[src/rtl/epl_accumulator_if.sv]
// Sample-in / dump-out bus for the early-prompt-late correlator accumulator.
// The master side drives samples and out_ready; the slave side returns the dump.
interface epl_accumulator_if #(
  parameter int unsigned IN_WIDTH  = 3,
  parameter int unsigned ACC_WIDTH = 16
);
  localparam int unsigned CNT_W = 16;

  logic                        in_valid;
  logic signed [IN_WIDTH-1:0]  i_in;
  logic signed [IN_WIDTH-1:0]  q_in;
  logic                        code_early;
  logic                        code_prompt;
  logic                        code_late;
  logic                        epoch;

  logic signed [ACC_WIDTH-1:0] i_early;
  logic signed [ACC_WIDTH-1:0] q_early;
  logic signed [ACC_WIDTH-1:0] i_prompt;
  logic signed [ACC_WIDTH-1:0] q_prompt;
  logic signed [ACC_WIDTH-1:0] i_late;
  logic signed [ACC_WIDTH-1:0] q_late;
  logic [CNT_W-1:0]            dump_count;
  logic                        out_valid;
  logic                        out_ready;

  modport master (
    output in_valid, i_in, q_in, code_early, code_prompt, code_late, epoch, out_ready,
    input  i_early, q_early, i_prompt, q_prompt, i_late, q_late, dump_count, out_valid
  );

  modport slave (
    input  in_valid, i_in, q_in, code_early, code_prompt, code_late, epoch, out_ready,
    output i_early, q_early, i_prompt, q_prompt, i_late, q_late, dump_count, out_valid
  );
endinterface

[src/rtl/epl_accumulator.sv]
// Early/prompt/late I/Q integrate-and-dump over one code period, with a held dump handshake.
// Optional macro EPL_ACC_SATURATE_EN: accumulators clamp instead of wrapping.
module epl_accumulator #(
  parameter int unsigned IN_WIDTH  = 3,
  parameter int unsigned ACC_WIDTH = 16
) (
  input  logic                clk,
  input  logic                reset,
  input  logic                start,
  input  logic                clear_overrun,
  output logic                overrun,
  epl_accumulator_if.slave    bus
);
  localparam int unsigned PROD_W = IN_WIDTH + 1;
  localparam int unsigned CNT_W  = 16;
  localparam int unsigned NCH    = 6;

  typedef enum logic {WAIT_EPOCH, ACCUM} state_t;

  state_t                      state;
  logic signed [ACC_WIDTH-1:0] acc     [NCH];
  logic signed [ACC_WIDTH-1:0] dump    [NCH];
  logic signed [ACC_WIDTH-1:0] prod    [NCH];
  logic signed [PROD_W-1:0]    i_ext;
  logic signed [PROD_W-1:0]    q_ext;
  logic [CNT_W-1:0]            cnt;
  logic [CNT_W-1:0]            dump_cnt;
  logic                        out_valid_q;
  logic                        dump_c;

`ifdef EPL_ACC_SATURATE_EN
  localparam int unsigned SUM_W = ACC_WIDTH + 1;

  // One guard bit detects overflow; clamp to the signed range on overflow.
  function automatic logic signed [ACC_WIDTH-1:0] acc_add(
    input logic signed [ACC_WIDTH-1:0] a,
    input logic signed [ACC_WIDTH-1:0] b
  );
    logic signed [SUM_W-1:0] s;
    s = SUM_W'(a) + SUM_W'(b);
    if (s[ACC_WIDTH] != s[ACC_WIDTH-1]) begin
      return s[ACC_WIDTH] ? {1'b1, {(ACC_WIDTH-1){1'b0}}} : {1'b0, {(ACC_WIDTH-1){1'b1}}};
    end
    return s[ACC_WIDTH-1:0];
  endfunction
`else
  function automatic logic signed [ACC_WIDTH-1:0] acc_add(
    input logic signed [ACC_WIDTH-1:0] a,
    input logic signed [ACC_WIDTH-1:0] b
  );
    return a + b;
  endfunction
`endif

  // Widen by one bit first so negating the most negative sample cannot wrap.
  always_comb begin
    i_ext   = {bus.i_in[IN_WIDTH-1], bus.i_in};
    q_ext   = {bus.q_in[IN_WIDTH-1], bus.q_in};
    prod[0] = ACC_WIDTH'(bus.code_early  ? i_ext : -i_ext);
    prod[1] = ACC_WIDTH'(bus.code_early  ? q_ext : -q_ext);
    prod[2] = ACC_WIDTH'(bus.code_prompt ? i_ext : -i_ext);
    prod[3] = ACC_WIDTH'(bus.code_prompt ? q_ext : -q_ext);
    prod[4] = ACC_WIDTH'(bus.code_late   ? i_ext : -i_ext);
    prod[5] = ACC_WIDTH'(bus.code_late   ? q_ext : -q_ext);
    dump_c  = (state == ACCUM) && bus.in_valid && bus.epoch && !start;
  end

  always_ff @(posedge clk or negedge reset) begin
    if (!reset) begin
      state       <= WAIT_EPOCH;
      cnt         <= '0;
      dump_cnt    <= '0;
      out_valid_q <= 1'b0;
      overrun     <= 1'b0;
      for (int k = 0; k < NCH; k++) begin
        acc[k]  <= '0;
        dump[k] <= '0;
      end
    end else begin
      // Re-arm drops the partial sums but leaves any held dump alone.
      if (start) begin
        state <= WAIT_EPOCH;
        cnt   <= '0;
        for (int k = 0; k < NCH; k++) acc[k] <= '0;
      end else if (bus.in_valid) begin
        case (state)
          WAIT_EPOCH: begin
            if (bus.epoch) begin
              state <= ACCUM;
              cnt   <= CNT_W'(1);
              for (int k = 0; k < NCH; k++) acc[k] <= prod[k];
            end
          end
          ACCUM: begin
            if (bus.epoch) begin
              dump_cnt <= cnt;
              cnt      <= CNT_W'(1);
              for (int k = 0; k < NCH; k++) begin
                dump[k] <= acc[k];
                acc[k]  <= prod[k];
              end
            end else begin
              cnt <= (cnt == '1) ? cnt : cnt + CNT_W'(1);
              for (int k = 0; k < NCH; k++) acc[k] <= acc_add(acc[k], prod[k]);
            end
          end
          default: state <= WAIT_EPOCH;
        endcase
      end

      if (dump_c) begin
        out_valid_q <= 1'b1;
      end else if (out_valid_q && bus.out_ready) begin
        out_valid_q <= 1'b0;
      end

      // A fresh overrun event takes priority over a clear in the same cycle.
      if (dump_c && out_valid_q && !bus.out_ready) begin
        overrun <= 1'b1;
      end else if (clear_overrun) begin
        overrun <= 1'b0;
      end
    end
  end

  assign bus.i_early    = dump[0];
  assign bus.q_early    = dump[1];
  assign bus.i_prompt   = dump[2];
  assign bus.q_prompt   = dump[3];
  assign bus.i_late     = dump[4];
  assign bus.q_late     = dump[5];
  assign bus.dump_count = dump_cnt;
  assign bus.out_valid  = out_valid_q;
endmodule

[src/flat_wrapper.sv]
// flat-port wrapper written by rule: the top's interface ports become plain ports
module epl_accumulator_flat 
#(
  parameter int unsigned IN_WIDTH  = 3,
  parameter int unsigned ACC_WIDTH = 16
)
  (clk, reset, start, clear_overrun, overrun, bus_in_valid, bus_i_in, bus_q_in, bus_code_early, bus_code_prompt, bus_code_late, bus_epoch, bus_out_ready, bus_i_early, bus_q_early, bus_i_prompt, bus_q_prompt, bus_i_late, bus_q_late, bus_dump_count, bus_out_valid);
  epl_accumulator_if #(.IN_WIDTH(IN_WIDTH), .ACC_WIDTH(ACC_WIDTH)) bus_i ();
  input  logic clk;
  input  logic reset;
  input  logic start;
  input  logic clear_overrun;
  output logic overrun;
  input wire logic [$bits(bus_i.in_valid)-1:0] bus_in_valid;
  input wire logic [$bits(bus_i.i_in)-1:0] bus_i_in;
  input wire logic [$bits(bus_i.q_in)-1:0] bus_q_in;
  input wire logic [$bits(bus_i.code_early)-1:0] bus_code_early;
  input wire logic [$bits(bus_i.code_prompt)-1:0] bus_code_prompt;
  input wire logic [$bits(bus_i.code_late)-1:0] bus_code_late;
  input wire logic [$bits(bus_i.epoch)-1:0] bus_epoch;
  input wire logic [$bits(bus_i.out_ready)-1:0] bus_out_ready;
  output wire logic [$bits(bus_i.i_early)-1:0] bus_i_early;
  output wire logic [$bits(bus_i.q_early)-1:0] bus_q_early;
  output wire logic [$bits(bus_i.i_prompt)-1:0] bus_i_prompt;
  output wire logic [$bits(bus_i.q_prompt)-1:0] bus_q_prompt;
  output wire logic [$bits(bus_i.i_late)-1:0] bus_i_late;
  output wire logic [$bits(bus_i.q_late)-1:0] bus_q_late;
  output wire logic [$bits(bus_i.dump_count)-1:0] bus_dump_count;
  output wire logic [$bits(bus_i.out_valid)-1:0] bus_out_valid;
  assign bus_i.in_valid = bus_in_valid;
  assign bus_i.i_in = bus_i_in;
  assign bus_i.q_in = bus_q_in;
  assign bus_i.code_early = bus_code_early;
  assign bus_i.code_prompt = bus_code_prompt;
  assign bus_i.code_late = bus_code_late;
  assign bus_i.epoch = bus_epoch;
  assign bus_i.out_ready = bus_out_ready;
  assign bus_i_early = bus_i.i_early;
  assign bus_q_early = bus_i.q_early;
  assign bus_i_prompt = bus_i.i_prompt;
  assign bus_q_prompt = bus_i.q_prompt;
  assign bus_i_late = bus_i.i_late;
  assign bus_q_late = bus_i.q_late;
  assign bus_dump_count = bus_i.dump_count;
  assign bus_out_valid = bus_i.out_valid;
  epl_accumulator #(.IN_WIDTH(IN_WIDTH), .ACC_WIDTH(ACC_WIDTH)) u_core (.clk(clk), .reset(reset), .start(start), .clear_overrun(clear_overrun), .overrun(overrun), .bus(bus_i));
endmodule
[config.mk]
export PLATFORM = sky130hd
export DESIGN_NAME = epl_accumulator_flat
export DESIGN_NICKNAME = d
export VERILOG_FILES = /design/src/rtl/epl_accumulator_if.sv /design/src/rtl/epl_accumulator.sv /design/src/flat_wrapper.sv
export SDC_FILE = /design/constraint.sdc
export NUM_CORES = 1
export LEC_CHECK = 0
export CAP_MARGIN = 20
export CORE_ASPECT_RATIO = 1.4
export CORE_MARGIN = 3
export CORE_UTILIZATION = 25
export DETAILED_ROUTE_END_ITERATION = 16
export PLACE_DENSITY = 0.51
export SYNTH_ARGS = -nofsm -noshare
export SYNTH_HDL_FRONTEND = slang
export SYNTH_SLANG_ARGS = --single-unit
[constraint.sdc]
create_clock -name clk -period 3.4 [get_ports clk]
set_input_delay 0.51 -clock clk [delete_from_list [all_inputs] [get_ports clk]]
set_output_delay 0.51 -clock clk [all_outputs]
set_load 0.005 [all_outputs]
==> reports/qor.txt, run 1 <==
outcome: finished, final reports clean
multi-input logic area: 0.00800 mm^2
Die H: 285 um
Crit path required time: 3850 ps
Final Setup Violations: 0
Skew-Pair Late Insertion Delay: 570 ps
Net Sw Frac: 0.290
CP max stage delay: 440 ps
Startpoint Class: input pin
Routed Antenna Nets: 0
CP dominant cell by count: ha_1
Syn Inst Count: 1445
Final WS setup: 109 ps
Seq pwr share: 0.365
Slew Limit Fails: 0
Via-to-Cell Ratio: 4.88
Initial Util: 0.254
Ys Warns: 0
I/O Buffers: 129
EDFF count, synth: 0
Post-synth ARST share: 1.00
placed cells: 2468
Logic pwr share: 0.253
post-DP HPWL: 31800 um
synth top area cells: dfrtp_1 (41%), ha_1 (9.5%), mux2_2 (9.1%)
Finished Layout Cells: 2523
number of global-route vias before repair: 12.6k
post-DR wirelength/cell: 17.3 um
RePlAce Congestion: 0.889
top cell type's share of synthesized area: 0.409
WL final: 43600 um
Avg Inst Size Synth: 9.61 um^2
Psw: 2.49 mW
Netlist Area Pre-Place: 0.0139 mm^2
clock share of power: 0.382
Synth-to-Final Area Change: 36.3%
Slew @ Worst Pin: 972 ps
CTS buffer count: 28
Leakage Power: 8.95 nW
Worst setup EP type: flip-flop
Via Count: 12.3k
DRC: 0
period utilization: 0.968
critical path class: input pin to flip-flop
first-pass GRT wire length: 69600 um
CTS clk-pin slew, worst paths: 60 ps
final hold violations: 0
Antenna diodes: 0
Clk Tree Root Cell: clkbuf_16
setup TNS: 0 ps
commonest non-fill, non-tap cells in the layout: buf_4 (228), dfrtp_1 (227), nand2_1 (129), clkdlybuf4s50_1 (126), nor2_1 (113)
Reg area: 0.00568 mm^2
#FFs+latches synth: 227
fillers: 5595
register area share after synthesis: 0.409
initial antenna violation count: 0
maximum clock insertion buffer count: 3
area of the core: 0.0546 mm^2
GR Overflow Total: 0
worst-path maximum fanout: 4
internal power: 6.10 mW
nets: 1908
Iteration-0 DRC Markers: 591
WP data arrival: 3740 ps
Netlist cell types: 68
pre-CTS setup slack: -828 ps
max-cap violation count: 0
pwr dens: 454 mW/mm^2
Max VDD drop: 363 uV
CTS tree: done
most common cell after layout, fill and taps aside: buf_4
Hold Crit Class: input pin to flip-flop
Fmax: 0.304 GHz
Setup Skew: 21.3 ps
die area: 0.0584 mm^2
layout cells sized above 1: 0.248
Max-slew headroom: 0.345
crit-path cells: clkdlybuf4s50_1, inv_1, nand3_1, ha_1, mux2i_2, buf_4, ha_1, o21a_1, a2111oi_2, or4_4, a41oi_2, xor2_1, mux2i_1, a221o_1
Worst path slowest cell: clkdlybuf4s50_1
min Tclk post-route: 3290 ps
Core Rows: 101
commonest register cell after synthesis: dfrtp_1
CTS H-tree depth: 1
leading area contributor after synthesis: dfrtp_1
Die X: 205 um
Detailed Routing Iterations Pass 1: 5
I/O Pins: 130
total track usage: 0.148
largest net degree at the start of global routing: 92
synthesized net count: 1572
CTS sink cnt: 227
-- path summary, 6_finish.rpt --
path	startpoint	to	slack, ps	cells after the start
setup / recovery	bus_i_in[2]	u_core.acc[95]$_DFFE_PN0P_	110	14
hold reg to reg	u_core.bus.i_prompt[1]$_DFFE_PN0P_	u_core.bus.i_prompt[1]$_DFFE_PN0P_	480	2
max in group asynchronous	reset	u_core.cnt[14]$_DFFE_PN0P_	2030	3
hold / removal	start	u_core.acc[21]$_DFFE_PN0P_	280	2
setup reg to reg	u_core.acc[80]$_DFFE_PN0P_	u_core.acc[94]$_DFFE_PN0P_	600	12
min in group asynchronous	reset	u_core.bus.i_late[13]$_DFFE_PN0P_	480	2
-- per-layer routing --
layer	up-vias	part of all wire	GRT usage
met5	-	0	0
met2	282	0.49	0.259
li1	5929	-	-
met3	52	0.049	0.0217
met1	6060	0.43	0.188
met4	0	0.023	0.0412
-- cell families (layout without fill, tap and decap cells) --
| group | count (synthesis) | in the layout | synth area share |
|---|---|---|---|
| compound gates | 402 | 402 | 0.181 |
| xor+xnor | 53 | 53 | 0.0334 |
| mux | 126 | 126 | 0.103 |
| buf+inv | 110 | 467 | 0.0305 |
| flops | 227 | 227 | 0.409 |
| fa+ha+maj | 111 | 111 | 0.103 |
| simple gates | 416 | 416 | 0.140 |
-- what timing repair did --
item | 4_1_cts | 5_1_grt
hold buffers | 1 | 0
cloned | 0 | 0
resized for setup | 7 | 51
endpoints found under the hold margin | 54 | 0
pin swaps | 1 | 7
setup buffers | 0 | 3
endpoints found under the setup margin | 7 | 25
-- final cells by class --
type | instances | share of cell area
clock buffers | 34 | 0.0409
flip-flops and latches | 227 | 0.300
clock inverters | 17 | 0.0124
multi-input cells | 1108 | 0.423
repair buffers | 364 | 0.165
inverters | 52 | 0.0103
well taps | 721 | 0.0477
-- stage by stage --
stage / power [mW] / hold WS, ps / area (um^2) / util
2_1_floorplan: 4.19 / 214 / 13900 / -
3_3_place_gp: 5.28 / 468 / 17700 / 0.324
3_5_place_dp: 5.32 / 474 / 17700 / 0.324
4_1_cts: 8.69 / 244 / 18700 / 0.343
5_1_grt: 9.08 / 270 / 18900 / 0.347
6_report: 8.59 / 280 / 18900 / 0.347
-- critical path, delay by kind of cell --
kind	cells	cell delay, ps
multiplexers	2	340
XOR/XNOR	1	180
AND/OR/NAND/NOR	2	320
AO/OA/AOI/OAI	4	1030
adder cells (fa/ha/maj)	2	580
buffers and inverters	3	770
-- flip-flops by register name, indices dropped and copies added, names as in the netlist, 16 cells and up --
| register | count |
|---|---|
| u_core.cnt | 16 |
| u_core.bus.q_early | 16 |
| u_core.bus.q_prompt | 16 |
| u_core.bus.i_prompt | 16 |
| u_core.bus.dump_count | 16 |
| u_core.acc | 96 |
| u_core.bus.q_late | 16 |
| u_core.bus.i_late | 16 |
| u_core.bus.i_early | 16 |
-- power by group through the flow --
stage / Sequential (mW) / Combinational (mW) / Clock [mW]
after floorplan: 3.13 / 1.06 / 0
after global placement: 3.19 / 2.09 / 0
after detailed placement: 3.19 / 2.13 / 0
after CTS: 3.14 / 2.15 / 3.40
after global routing: 3.17 / 2.41 / 3.50
final: 3.14 / 2.17 / 3.28
-- synthesized netlist by cell type (6+ instances only) --
master,count
o21a_1,10
ha_1,105
a22oi_1,8
a21boi_0,13
inv_1,51
o211ai_1,17
xor2_1,29
and2_1,13
mux2i_1,12
o22ai_1,8
or3_1,15
xnor2_1,24
a21o_1,23
mux2_2,112
a311oi_1,10
nor2_1,114
a211oi_1,17
nor3_1,34
a21oi_1,107
a31oi_1,6
clkbuf_1,45
fa_1,6
nand2b_1,14
and3_1,8
dfrtp_1,227
buf_2,8
nor2b_1,17
nand3_1,31
nand4_1,12
o31ai_1,12
o21ai_0,119
or4_1,8
nand2_1,130
No activity file was read; power rests on OpenSTA's default activity.
==> run 2, diff against run 1 <==
ABC_AREA = 1   (was not set)
==> run 2 against run 1 <==
Total power rose by 16%; fmax rose by 13%; wire length rose by 13%; register-to-register slack improved by 550 ps; flip-flop and latch count did not move; critical endpoint is now u_core.acc[74]$_DFFE_PN0P_; sequential share of layout area fell by 0.99 points; clock-buffer cell count fell by 1.
==> reports/qor.txt, run 2 <==
outcome: finished, final reports clean
Iteration-0 DRC Markers: 657 (+11%)
Via-to-Cell Ratio: 4.47 (-8.5%)
top-count cell post-synth: nand2_1
synth top area cells: dfrtp_1 (37%), nand2_1 (21%), ha_1 (8.6%)
commonest non-fill, non-tap cells in the layout: nand2_1 (864), inv_1 (310), dfrtp_1 (227), o21ai_0 (163), nand3_1 (152)
leading area contributor after synthesis: dfrtp_1
post-DR wirelength/cell: 14.8 um (-14%)
max-cap violation count: 0 (unchanged)
Die H: 299 um (+5.1%)
RePlAce Congestion: 0.888 (-0.18%)
main combinational cell family by area after synthesis: simple AND/OR/NAND/NOR gates
Synth Area in Adders: 0.0934 (-0.00991)
WP data arrival: 3340 ps (-400 ps)
layout cells sized above 1: 0.0880 (-0.160)
Routed Antenna Nets: 0 (unchanged)
WL final: 49400 um (+13%)
Die X: 215 um (+5.0%)
Fmax: 0.342 GHz (+13%)
fin util: 0.325 (-0.0217)
Netlist Area Pre-Place: 0.0154 mm^2 (+11%)
EDFF count, synth: 0 (unchanged)
DRC: 0 (unchanged)
Crit path required time: 3810 ps (-40 ps)
Clk Tree Root Cell: clkbuf_16
Finished Layout Cells: 3334 (+32%)
Core Rows: 106 (+5.0%)
nets: 2628 (+38%)
Max-slew headroom: 0.485 (+0.140)
CTS sink cnt: 227 (unchanged)
Hold Slack: 465 ps (+185 ps)
#FFs+latches synth: 227 (unchanged)
CTS buffer count: 28 (unchanged)
commonest register cell after synthesis: dfrtp_1
setup TNS: 0 ps (unchanged)
first-pass GRT wire length: 80500 um (+16%)
simple-gate share of the synthesized area: 0.310 (+0.171)
Initial Util: 0.255 (+0.000724)
max FFs per register: 96 (unchanged)
Reg with most FFs: u_core.acc
pwr dens: 509 mW/mm^2 (+12%)
crit-path cells: clkdlybuf4s50_1, inv_1, nand3_1, ha_1, inv_1, o21ai_0, buf_4, inv_1, ha_1, a21oi_1, o21ai_0, nand2_1, nand3_1, nand2_1, nand3_1, nand2_1, o21ai_0
CTS clk-pin slew, worst paths: 60 ps (about the same)
Hold Crit Class: input pin to asynchronous set/reset pin
Via Count: 14.9k (+21%)
post-DP HPWL: 36900 um (+16%)
min Tclk post-route: 2920 ps (-367 ps)
final instance area: 0.0196 mm^2 (+3.4%)
CTS tree: done
worst-path maximum fanout: 4 (unchanged)
largest net degree at the start of global routing: 86 (-6.5%)
Ys Warns: 0 (unchanged)
critical path class: input pin to flip-flop
final hold violations: 0 (unchanged)
fillers: 6571 (+17%)
xor/xnor share of the synthesized area: 0.0108 (-0.0226)
Synth-to-Final Area Change: 27.4%
register area share after synthesis: 0.370 (-0.0393)
Startpoint Class: input pin
Detailed Routing Iterations Pass 1: 5 (unchanged)
CTS H-tree depth: 1 (unchanged)
CP max stage delay: 500 ps (+60 ps)
Placed Area: 0.0186 mm^2 (+5.1%)
Final Setup Violations: 0 (unchanged)
Skew-Pair Late Insertion Delay: 590 ps (+20 ps)
top cell type's share of synthesized area: 0.370 (-0.0393)
Max VDD drop: 352 uV (-2.9%)
multi-input logic area: 0.00821 mm^2 (+2.6%)
Post-CTS Setup Repair Bufs: 0 (unchanged)
Setup Skew: 39.5 ps (+18.3 ps)
area of the core: 0.0602 mm^2 (+10%)
Synth Area in Compound Gates: 0.120 (-0.0613)
Worst setup EP type: flip-flop
GR Overflow Total: 0 (unchanged)
total track usage: 0.152 (+0.00450)
Avg Inst Size Synth: 6.80 um^2 (-29%)
most frequent cells after synthesis: nand2_1 (864), inv_1 (310), dfrtp_1 (227), o21ai_0 (163), nand3_1 (152)
Reg area: 0.00568 mm^2 (unchanged)
I/O Pins: 130 (unchanged)
Leakage Power: 10.2 nW (+14%)
initial antenna violation count: 4 (+4)
Syn Inst Count: 2257 (+56%)
Post-synth ARST share: 1.00 (unchanged)
die area: 0.0645 mm^2 (+10%)
Slew @ Worst Pin: 772 ps (-200 ps)
synthesized net count: 2384 (+52%)
I/O Buffers: 129 (unchanged)
post-synthesis mux area share: 0 (-0.103)
Worst path slowest cell: clkdlybuf4s50_1
maximum clock insertion buffer count: 3 (unchanged)
period utilization: 0.860 (-0.108)
most common cell after layout, fill and taps aside: nand2_1
Slew Limit Fails: 0 (unchanged)
RSZ-0062 raised after global routing: no
placed cells: 3280 (+33%)
number of global-route vias before repair: 15.1k (+20%)
Netlist cell types: 34 (-50%)
==> run 2: path summary, 6_finish.rpt <==
check	slack, ps	to	from	cells past startpoint
hold / removal	470	u_core.bus.q_late[8]$_DFFE_PN0P_	reset	2
min in group clk	470	u_core.bus.i_late[12]$_DFFE_PN0P_	u_core.bus.i_late[12]$_DFFE_PN0P_	2
max in group asynchronous	2140	u_core.acc[44]$_DFFE_PN0P_	reset	3
setup reg to reg	1150	u_core.acc[86]$_DFFE_PN0P_	u_core.acc[80]$_DFFE_PN0P_	11
hold reg to reg	470	u_core.bus.i_late[12]$_DFFE_PN0P_	u_core.bus.i_late[12]$_DFFE_PN0P_	2
setup / recovery	480	u_core.acc[74]$_DFFE_PN0P_	bus_q_in[2]	17
==> run 2: metrics by stage <==
| step | power (mW) | worst slack [ps] |
|---|---|---|
| final | 9.95 | 476 |
| after global routing | 10.7 | 230 |
| after CTS | 10.1 | 506 |
| after detailed placement | 6.83 | -88.1 |
| after global placement | 6.80 | -133 |
| after floorplan | 5.25 | 728 |
==> run 2: per-layer routing <==
layer,global-route usage,share of wire,routed length [um]
met1,0.186,0.44,21800
met5,0,0.00063,31
met4,0.0427,0.025,1260
met3,0.0242,0.044,2150
met2,0.276,0.49,24200
==> run 2: final cells by class <==
class                           count  area share
Multi-Input combinational cell   1648       0.420
Sequential cell                   227       0.290
Timing Repair Buffer              274       0.126
Inverter                          322      0.0620
Tap cell                          810      0.0518
Clock buffer                       33      0.0373
Clock inverter                     19      0.0126
Antenna cell                        1    0.000128
==> run 2: power by group <==
| group | switching (mW) | internal (mW) | total [mW] |
|---|---|---|---|
| clock | 1.33 | 1.86 | 3.19 |
| combinational | 1.86 | 1.53 | 3.39 |
| sequential | 0.275 | 3.09 | 3.36 |
| total | 3.47 | 6.48 | 9.95 |
==> run 2: cells by family after synthesis <==
| family | after synthesis |
|---|---|
| AO/OA/AOI/OAI | 339 |
| flip-flops | 227 |
| adder cells (fa/ha/maj) | 111 |
| buffers and inverters | 382 |
| XOR/XNOR | 19 |
| AND/OR/NAND/NOR | 1179 |
==> run 2: critical path, delay by kind of cell <==
kind                     cells  cell delay [ps]
buffers and inverters        5              970
AO/OA/AOI/OAI                4              750
adder cells (fa/ha/maj)      2              610
AND/OR/NAND/NOR              6              500
==> run 2: timing repair <==
item,CTS,global route
endpoints found under the hold margin,47,0
gates resized for setup,0,0
hold buffers,1,0
==> run 3, diff against run 2 <==
CTS_BUF_LIST = sky130_fd_sc_hd__clkbuf_2   (was not set)
==> run 3 against run 2 <==
First-iteration DRC count up 2.9%; register-to-register slack worse by 370 ps; non-clock buffer count up 6.
==> reports/qor.txt, run 3 (synthesis gave the netlist of run 2 again) <==
most common cell after layout, fill and taps aside: nand2_1
initial antenna violation count: 4 (unchanged)
final hold violations: 0 (unchanged)
die area: 0.0645 mm^2 (unchanged)
DRC: 0 (unchanged)
Placed Area: 0.0186 mm^2 (unchanged)
outcome: finished, final reports clean
min Tclk post-route: 2620 ps (-305 ps)
total track usage: 0.157 (+0.00463)
Startpoint Class: flip-flop
pwr dens: 460 mW/mm^2 (-9.6%)
Post-CTS Setup Repair Bufs: 0 (unchanged)
Initial Util: 0.255 (unchanged)
Via-to-Cell Ratio: 4.47 (+0.14%)
Fmax: 0.382 GHz (+12%)
Slew @ Worst Pin: 765 ps (-6.65 ps)
GR Overflow Total: 0 (unchanged)
first-pass GRT wire length: 81600 um (+1.4%)
Iteration-0 DRC Markers: 676 (+2.9%)
CTS H-tree depth: 3 (+2)
r2r setup slk: 780 ps (-370 ps)
CTS sink cnt: 227 (unchanged)
CTS buffer count: 66 (+140%)
Skew-Pair Late Insertion Delay: 1020 ps (+430 ps)
Die X: 215 um (unchanged)
Slew Limit Fails: 0 (unchanged)
post-DP HPWL: 36900 um (unchanged)
Die H: 299 um (unchanged)
max-cap violation count: 0 (unchanged)
Worst setup EP type: flip-flop
WP data arrival: 3560 ps (+220 ps)
CTS tree: done
CTS clk-pin slew, worst paths: 100 ps (+40 ps)
nets: 2672 (+1.7%)
Hold Crit Class: input pin to flip-flop
Routed Antenna Nets: 0 (unchanged)
fillers: 6656 (+1.3%)
Reg area: 0.00568 mm^2 (unchanged)
I/O Buffers: 129 (unchanged)
RePlAce Congestion: 0.888 (unchanged)
Finished Layout Cells: 3401 (+2.0%)
post-DR wirelength/cell: 14.7 um (-0.64%)
CTS resizes: 0 (unchanged)
Max-slew headroom: 0.490 (+0.00443)
worst-path maximum fanout: 85 (+81)
WL final: 50100 um (+1.4%)
final instance area: 0.0192 mm^2 (-1.6%)
Via Count: 15.2k (+2.2%)
multi-input logic area: 0.00821 mm^2 (unchanged)
Setup Skew: 93.7 ps (+54.1 ps)
Final Setup Violations: 0 (unchanged)
critical path class: flip-flop to flip-flop
Leakage Power: 10.2 nW (+0.10%)
I/O Pins: 130 (unchanged)
commonest non-fill, non-tap cells in the layout: nand2_1 (864), inv_1 (310), dfrtp_1 (227), o21ai_0 (163), nand3_1 (152)
Max VDD drop: 189 uV (-46%)
Reg with most FFs: u_core.acc
Detailed Routing Iterations Pass 1: 5 (unchanged)
RSZ-0062 raised after global routing: no
area of the core: 0.0602 mm^2 (unchanged)
placed cells: 3280 (unchanged)
Clk Tree Root Cell: clkbuf_2
period utilization: 0.771 (-0.0896)
maximum clock insertion buffer count: 3 (unchanged)
Crit path required time: 4340 ps (+530 ps)
number of global-route vias before repair: 15.5k (+2.3%)
max FFs per register: 96 (unchanged)
layout cells sized above 1: 0.105 (+0.0174)
largest net degree at the start of global routing: 86 (unchanged)
Synth-to-Final Area Change: 25.3%
Core Rows: 106 (unchanged)
## run 3: worst paths after layout
path,from,end,cells past startpoint
worst max-delay path,u_core.state$_DFFE_PN0N_,u_core.overrun$_DFFE_PN0P_,6
worst min-delay path,start,u_core.state$_DFFE_PN0N_,2
worst max register to register,u_core.state$_DFFE_PN0N_,u_core.overrun$_DFFE_PN0P_,6
worst min register to register,u_core.bus.i_late[12]$_DFFE_PN0P_,u_core.bus.i_late[12]$_DFFE_PN0P_,2
max in group asynchronous,reset,u_core.bus.q_prompt[8]$_DFFE_PN0P_,4
min in group asynchronous,reset,u_core.acc[17]$_DFFE_PN0P_,4
## run 3: metal layers
layer | GRT usage | part of all wire
met4 | 0.0584 | 0.024
met1 | 0.184 | 0.43
met2 | 0.282 | 0.50
met5 | 0 | 0.00084
met3 | 0.0298 | 0.043
## run 3: area by class of cell
| class | instances | share of cell area |
|---|---|---|
| multi-input cells | 1648 | 0.427 |
| repair buffers | 280 | 0.132 |
| clock inverters | 26 | 0.00741 |
| clock buffers | 87 | 0.0226 |
| inverters | 322 | 0.0631 |
| flip-flops and latches | 227 | 0.295 |
| diodes | 1 | 0.000130 |
| well taps | 810 | 0.0527 |
## run 3: critical path, cell delays in order, from the launching register on
cell	delay [ps]
dfrtp_1	590
nand2_1	160
nor3_2	370
inv_6	210
buf_12	300
o32ai_1	280
dlygate4sd3_1	590
## run 3: power by group
part | switching, mW | leakage, nW | internal [mW] | total, mW
Sequential | 0.275 | 3.00 | 3.08 | 3.35
Clock | 1.30 | 0.436 | 0.785 | 2.09
Combinational | 1.87 | 6.80 | 1.53 | 3.40
Total | 3.44 | 10.2 | 5.40 | 8.84
## run 3: repair_timing
| action | in CTS | in global routing |
|---|---|---|
| hold endpoints to repair | 230 | 0 |
| hold buffers | 7 | 0 |
| endpoints found under the setup margin | 0 | 0 |
## run 3: stage by stage
stage	power, mW	TNS (ps)	hold WS [ps]	setup WS (ps)	util
after floorplan	5.25	0	214	728	-
final	8.84	0	285	780	0.320
after global placement	6.80	-1500	460	-133	0.308
after detailed placement	6.83	-794	463	-88.1	0.308
after global routing	9.66	0	227	654	0.320
after CTS	9.07	0	117	677	0.319
